File: src/rtl/l2_port_arbiter.sv
// Two-requester round-robin arbiter in front of a single-ported L2 SRAM (host = 0, cluster = 1).
// Optional address range check is enabled by defining L2_ARB_RANGE_CHECK_EN.
module l2_port_arbiter #(
    parameter int unsigned     AddrWidth    = 48,
    parameter int unsigned     DataWidth    = 64,
    parameter longint unsigned PortBase     = 'h78000000,
    parameter longint unsigned PortSize     = 'h00020000,
    localparam int unsigned    BeWidth      = DataWidth / 8,
    localparam int unsigned    MemAddrWidth = $clog2(PortSize / (DataWidth / 8))
) (
    input  logic                           clk_i,
    input  logic                           rst_ni,
    input  logic [1:0]                     req_i,
    input  logic [1:0][AddrWidth-1:0]      addr_i,
    input  logic [1:0]                     we_i,
    input  logic [1:0][BeWidth-1:0]        be_i,
    input  logic [1:0][DataWidth-1:0]      wdata_i,
    output logic [1:0]                     gnt_o,
    output logic [1:0]                     rvalid_o,
    output logic [1:0][DataWidth-1:0]      rdata_o,
    output logic [1:0]                     err_o,
    output logic                           mem_req_o,
    output logic [MemAddrWidth-1:0]        mem_addr_o,
    output logic                           mem_we_o,
    output logic [BeWidth-1:0]             mem_be_o,
    output logic [DataWidth-1:0]           mem_wdata_o,
    input  logic [DataWidth-1:0]           mem_rdata_i
);

    localparam int unsigned          ByteOff  = $clog2(BeWidth);
    localparam logic [AddrWidth-1:0] BaseAddr = AddrWidth'(PortBase);

    logic                 r_prio;
    logic [1:0]           r_rvalid;
    logic                 r_we;
    logic [1:0]           w_gnt;
    logic                 w_sel;
    logic [AddrWidth-1:0] w_off;
    logic                 w_hit;
    logic                 w_rd_ok;

    // Grants are suppressed while reset is held so no access leaks to the SRAM.
    always_comb begin
        w_gnt = 2'b00;
        if (rst_ni) begin
            if (req_i == 2'b11) begin
                w_gnt = r_prio ? 2'b10 : 2'b01;
            end else begin
                w_gnt = req_i;
            end
        end
    end

    assign gnt_o = w_gnt;
    assign w_sel = w_gnt[1];
    assign w_off = addr_i[w_sel] - BaseAddr;

`ifdef L2_ARB_RANGE_CHECK_EN
    // Addresses below the base wrap to a large offset, so one compare covers both bounds.
    assign w_hit = (w_off < AddrWidth'(PortSize));
`else
    logic w_unused_off;
    assign w_hit        = 1'b1;
    assign w_unused_off = ^{w_off[AddrWidth-1:MemAddrWidth+ByteOff], w_off[ByteOff-1:0]};
`endif

    assign mem_req_o   = (|w_gnt) & w_hit;
    assign mem_addr_o  = w_off[ByteOff +: MemAddrWidth];
    assign mem_we_o    = we_i[w_sel];
    assign mem_be_o    = be_i[w_sel];
    assign mem_wdata_o = wdata_i[w_sel];

`ifdef L2_ARB_RANGE_CHECK_EN
    logic r_err;
`endif

    always_ff @(posedge clk_i) begin
        if (!rst_ni) begin
            r_prio   <= 1'b0;
            r_rvalid <= 2'b00;
            r_we     <= 1'b0;
`ifdef L2_ARB_RANGE_CHECK_EN
            r_err    <= 1'b0;
`endif
        end else begin
            r_rvalid <= w_gnt;
            if (|w_gnt) begin
                r_prio <= w_gnt[0];
                r_we   <= mem_we_o;
`ifdef L2_ARB_RANGE_CHECK_EN
                r_err  <= ~w_hit;
`endif
            end
        end
    end

`ifdef L2_ARB_RANGE_CHECK_EN
    assign w_rd_ok = ~r_we & ~r_err;
    assign err_o   = r_rvalid & {2{r_err}};
`else
    assign w_rd_ok = ~r_we;
    assign err_o   = 2'b00;
`endif

    // SRAM data is forwarded straight through in the response cycle.
    always_comb begin
        rdata_o = '0;
        for (int i = 0; i < 2; i++) begin
            if (r_rvalid[i] && w_rd_ok) begin
                rdata_o[i] = mem_rdata_i;
            end
        end
    end

    assign rvalid_o = r_rvalid;

endmodule

File: config.mk
export PLATFORM = sky130hd
export DESIGN_NAME = l2_port_arbiter
export DESIGN_NICKNAME = d
export VERILOG_FILES = /design/src/rtl/l2_port_arbiter.sv
export SDC_FILE = /design/constraint.sdc
export NUM_CORES = 1
export LEC_CHECK = 0
export ABC_AREA = 1
export CAP_MARGIN = 5
export CORE_AREA = 2 2 209 211
export CTS_BUF_LIST = sky130_fd_sc_hd__clkbuf_2 sky130_fd_sc_hd__clkbuf_4 sky130_fd_sc_hd__clkbuf_8
export DETAILED_ROUTE_END_ITERATION = 12
export DIE_AREA = 0 0 211 213
export PLACE_DENSITY = 0.39
export SYNTH_ARGS = -nofsm -noshare
export SYNTH_HDL_FRONTEND = slang
export SYNTH_SLANG_ARGS = --single-unit
File: constraint.sdc
create_clock -name clk_i -period 1.4 [get_ports clk_i]
set_input_delay 0.21 -clock clk_i [delete_from_list [all_inputs] [get_ports clk_i]]
set_output_delay 0.21 -clock clk_i [all_outputs]
set_load 0.01 [all_outputs]
==> results.md <==
* Power Dens Cells at 341 mW/mm²
* Post-DP Area at 0.00768 mm²
* Critical Path Source Type: register
* Top Metal Used: met4
* Ys flop type: dfxtp_1
* Final GP Congestion at 0.714
* Crit path capture type: primary output
* Clock root cell: clkbuf_8
* Hpwl dp at 17600 µm
* Max Fanout on Critical Path at 14
* WL/cell at 15.0 µm
* Routed met3 length at 2170 µm
* WL met1 at 8890 µm
* FILL cells at 4812
* Top cell type's share of synthesized area at 48.0%
* Pre-Repair DR Iteration Count at 4
* Area of the mapped netlist at 0.00208 mm²
* Failing checks: negative setup slack
* EDFF count, synth at 0
* Area grow syn2layout at 349%
* Post-route setup slack at -0.295 ns
* Worst skew pair latency at 0.21 ns
* Top area cells in the synthesized netlist: nand2_1 48%, nor2_1 24%, inv_1 13%
* Syn. warnings at 0
* Total track usage at 9.10%
* Initial antenna violation count at 1
* Hold WC Path Type: input port to register
* Routed Antenna Nets at 0
* Leakage Power at 0.00486 µW
* Most frequent cell after synthesis: nand2_1
* Core region area at 0.0427 mm²
* Top cells by count, synth: 266 x nand2_1, 132 x nor2_1, 70 x inv_1
* Area of the multi-input gates at 0.00238 mm²
* Final net count at 1397
* DIE AREA at 0.0449 mm²
* Setup-failing EPs final at 202
* Async SR Flop Fraction at 0%
* CTS tree: yes
* Total CTS buffers at 3
* Design area at 0.00934 mm²
* Clk sinks at 4
* Die height at 213 µm
* Synth Register Bits at 4
* Slew Limit Fails at 0
* Clock Tree Buf Depth at 2
* CP arrival at 1.49 ns
* Clock transition at path regs at 0.03 ns
* Met2 Routed Length at 13100 µm
* Outcome: finished with violations
* Total of max-cap violations at 0
* Vias in the first global route at 5029
* Largest net degree at the start of global routing at 33
* Layout cells sized above 1 at 49.5%
* Drt initial violations at 82
* Layout Skew at 0.00151 ns
* Reg area at 85.1 µm²
* Fin. Hold Viols at 0
* Worst VDD drop at 0.213 mV
* WP data required at 1.19 ns
* Kind of critical path: register to primary output
* Register area share after synthesis at 3.85%
* Synth unique cells at 14
* WL final at 24500 µm
* Initial Utilization at 4.87%
* Vias post-DR at 5253
* Ports at 532
* Minimum clock period at 1.70 ns
* I/O Buffers at 461
* Overflow after GRT at 0
* Die X-Extent at 211 µm
* Mean area per synthesized cell at 4.05 µm²
* First-pass GRT wire length at 30200 µm
* Max frequency at 590 MHz
* Largest area contributor in the netlist: nand2_1
* Residual DRC at 0
* Cells after synthesis at 513
* Setup_tns at -28.93 ns
* DR vias/cell at 3.22
* Cell Chain, Critical Path: inv_2 -> nand2_4 -> nand2_8 -> clkinv_8 -> buf_12 -> buf_12 -> nand2_1 -> nand2_1 -> buf_2
* Total Power at 3180 µW
* H-tree level count at 1
* Crit share post-route at 121%
* RSZ-0062 raised after global routing: yes
* Slowest cell on the critical path: dfxtp_2
* CP max stage delay at 0.31 ns
* Rows at 76
power breakdown:
group	leakage, µW	internal (µW)	switching [µW]
combinational	0.00481	1620	1190
clock	0.0000216	183	56.2
sequential	0.0000344	125	8.95
total	0.00486	1930	1250
worst max-delay path: cells and delay by family, from the launching register on:
family	cells	cell delay, ns
buffers and inverters	5	0.61
AND/OR/NAND/NOR	4	0.32
flip-flops	1	0.31
registers in the layout (all words and copies together) (netlist names):
name and count:
rvalid_o 2, r_we 1, r_prio 1
per-stage QoR:
stage | hold WS (ns) | utilization [%] | worst slack, ns | std cells
global placement | 0.576 | 18.0 | -0.867 | 1535
CTS | 0.542 | 18.8 | -0.382 | 1557
floorplan | 0.361 | - | 0.222 | 514
global route | 0.578 | 21.9 | -0.367 | 1631
detailed placement | 0.567 | 18.0 | -0.856 | 1535
finish | 0.544 | 21.9 | -0.295 | 1632
cells in the final DEF (no fill, tap or decap):
cell | Yosys | final
a21oi_1 | 2 | 2
buf_12 | 0 | 20
buf_16 | 0 | 9
buf_2 | 23 | 130
buf_4 | 2 | 65
buf_6 | 5 | 86
buf_8 | 0 | 12
clkbuf_16 | 0 | 10
clkbuf_2 | 0 | 10
clkbuf_8 | 0 | 3
clkdlybuf4s15_2 | 0 | 3
clkdlybuf4s50_1 | 0 | 238
clkinv_4 | 0 | 1
clkinv_8 | 0 | 1
conb_1 | 1 | 2
dfxtp_2 | 0 | 4
diode_2 | 0 | 1
dlygate4sd2_1 | 0 | 3
dlymetal6s2s_1 | 0 | 14
inv_1 | 70 | 68
inv_2 | 2 | 2
nand2_1 | 266 | 178
nand2_2 | 1 | 71
nand2_4 | 1 | 16
nand2_8 | 0 | 3
nand3_1 | 2 | 2
nor2_1 | 132 | 41
nor2_2 | 0 | 35
nor2_4 | 0 | 56
routing by layer:
metal | global-route usage [%] | up-vias
met5 | 0 | -
met4 | 1.55 | 0
met3 | 2.74 | 18
met2 | 18.4 | 332
met1 | 9.16 | 2305
li1 | - | 2598
layout make-up:
class,count,share of cell area (%)
antenna,1,0.0268
clock buffer,3,0.442
tap,546,7.32
sequential,4,0.911
timing repair buffer,600,62.7
multi-input combinational,406,25.5
inverter,72,3.08
kinds of logic (layout without fill, tap and decap cells):
kind of cell / count (synthesis) / count (layout) / share of synthesized area [%]
flip-flops: 4 / 4 / 3.85
buffers and inverters: 104 / 675 / 22.3
AND/OR/NAND/NOR: 402 / 402 / 73.2
other: 1 / 3 / 0.180
AO/OA/AOI/OAI: 2 / 2 / 0.481
final timing paths:
| check | cells after the start | start | slack, ns | end |
|---|---|---|---|---|
| worst max-delay path | 9 | r_prio | -0.30 | mem_addr_o[4] |
| worst min-delay path | 4 | req_i[0] | 0.54 | rvalid_o[0] |
| worst max register to register | 10 | r_prio | 0.10 | r_we |
| worst min register to register | 3 | r_prio | 0.56 | r_prio |
what timing repair did:
item                                    4_1_cts  5_1_grt
cloned                                        9       12
buffers inserted                             10       65
pin swaps                                    26       19
endpoints found under the setup margin      220      215
hold buffers                                  0        0
gates resized for setup                     623      582
(Power assumes the default switching activity.)
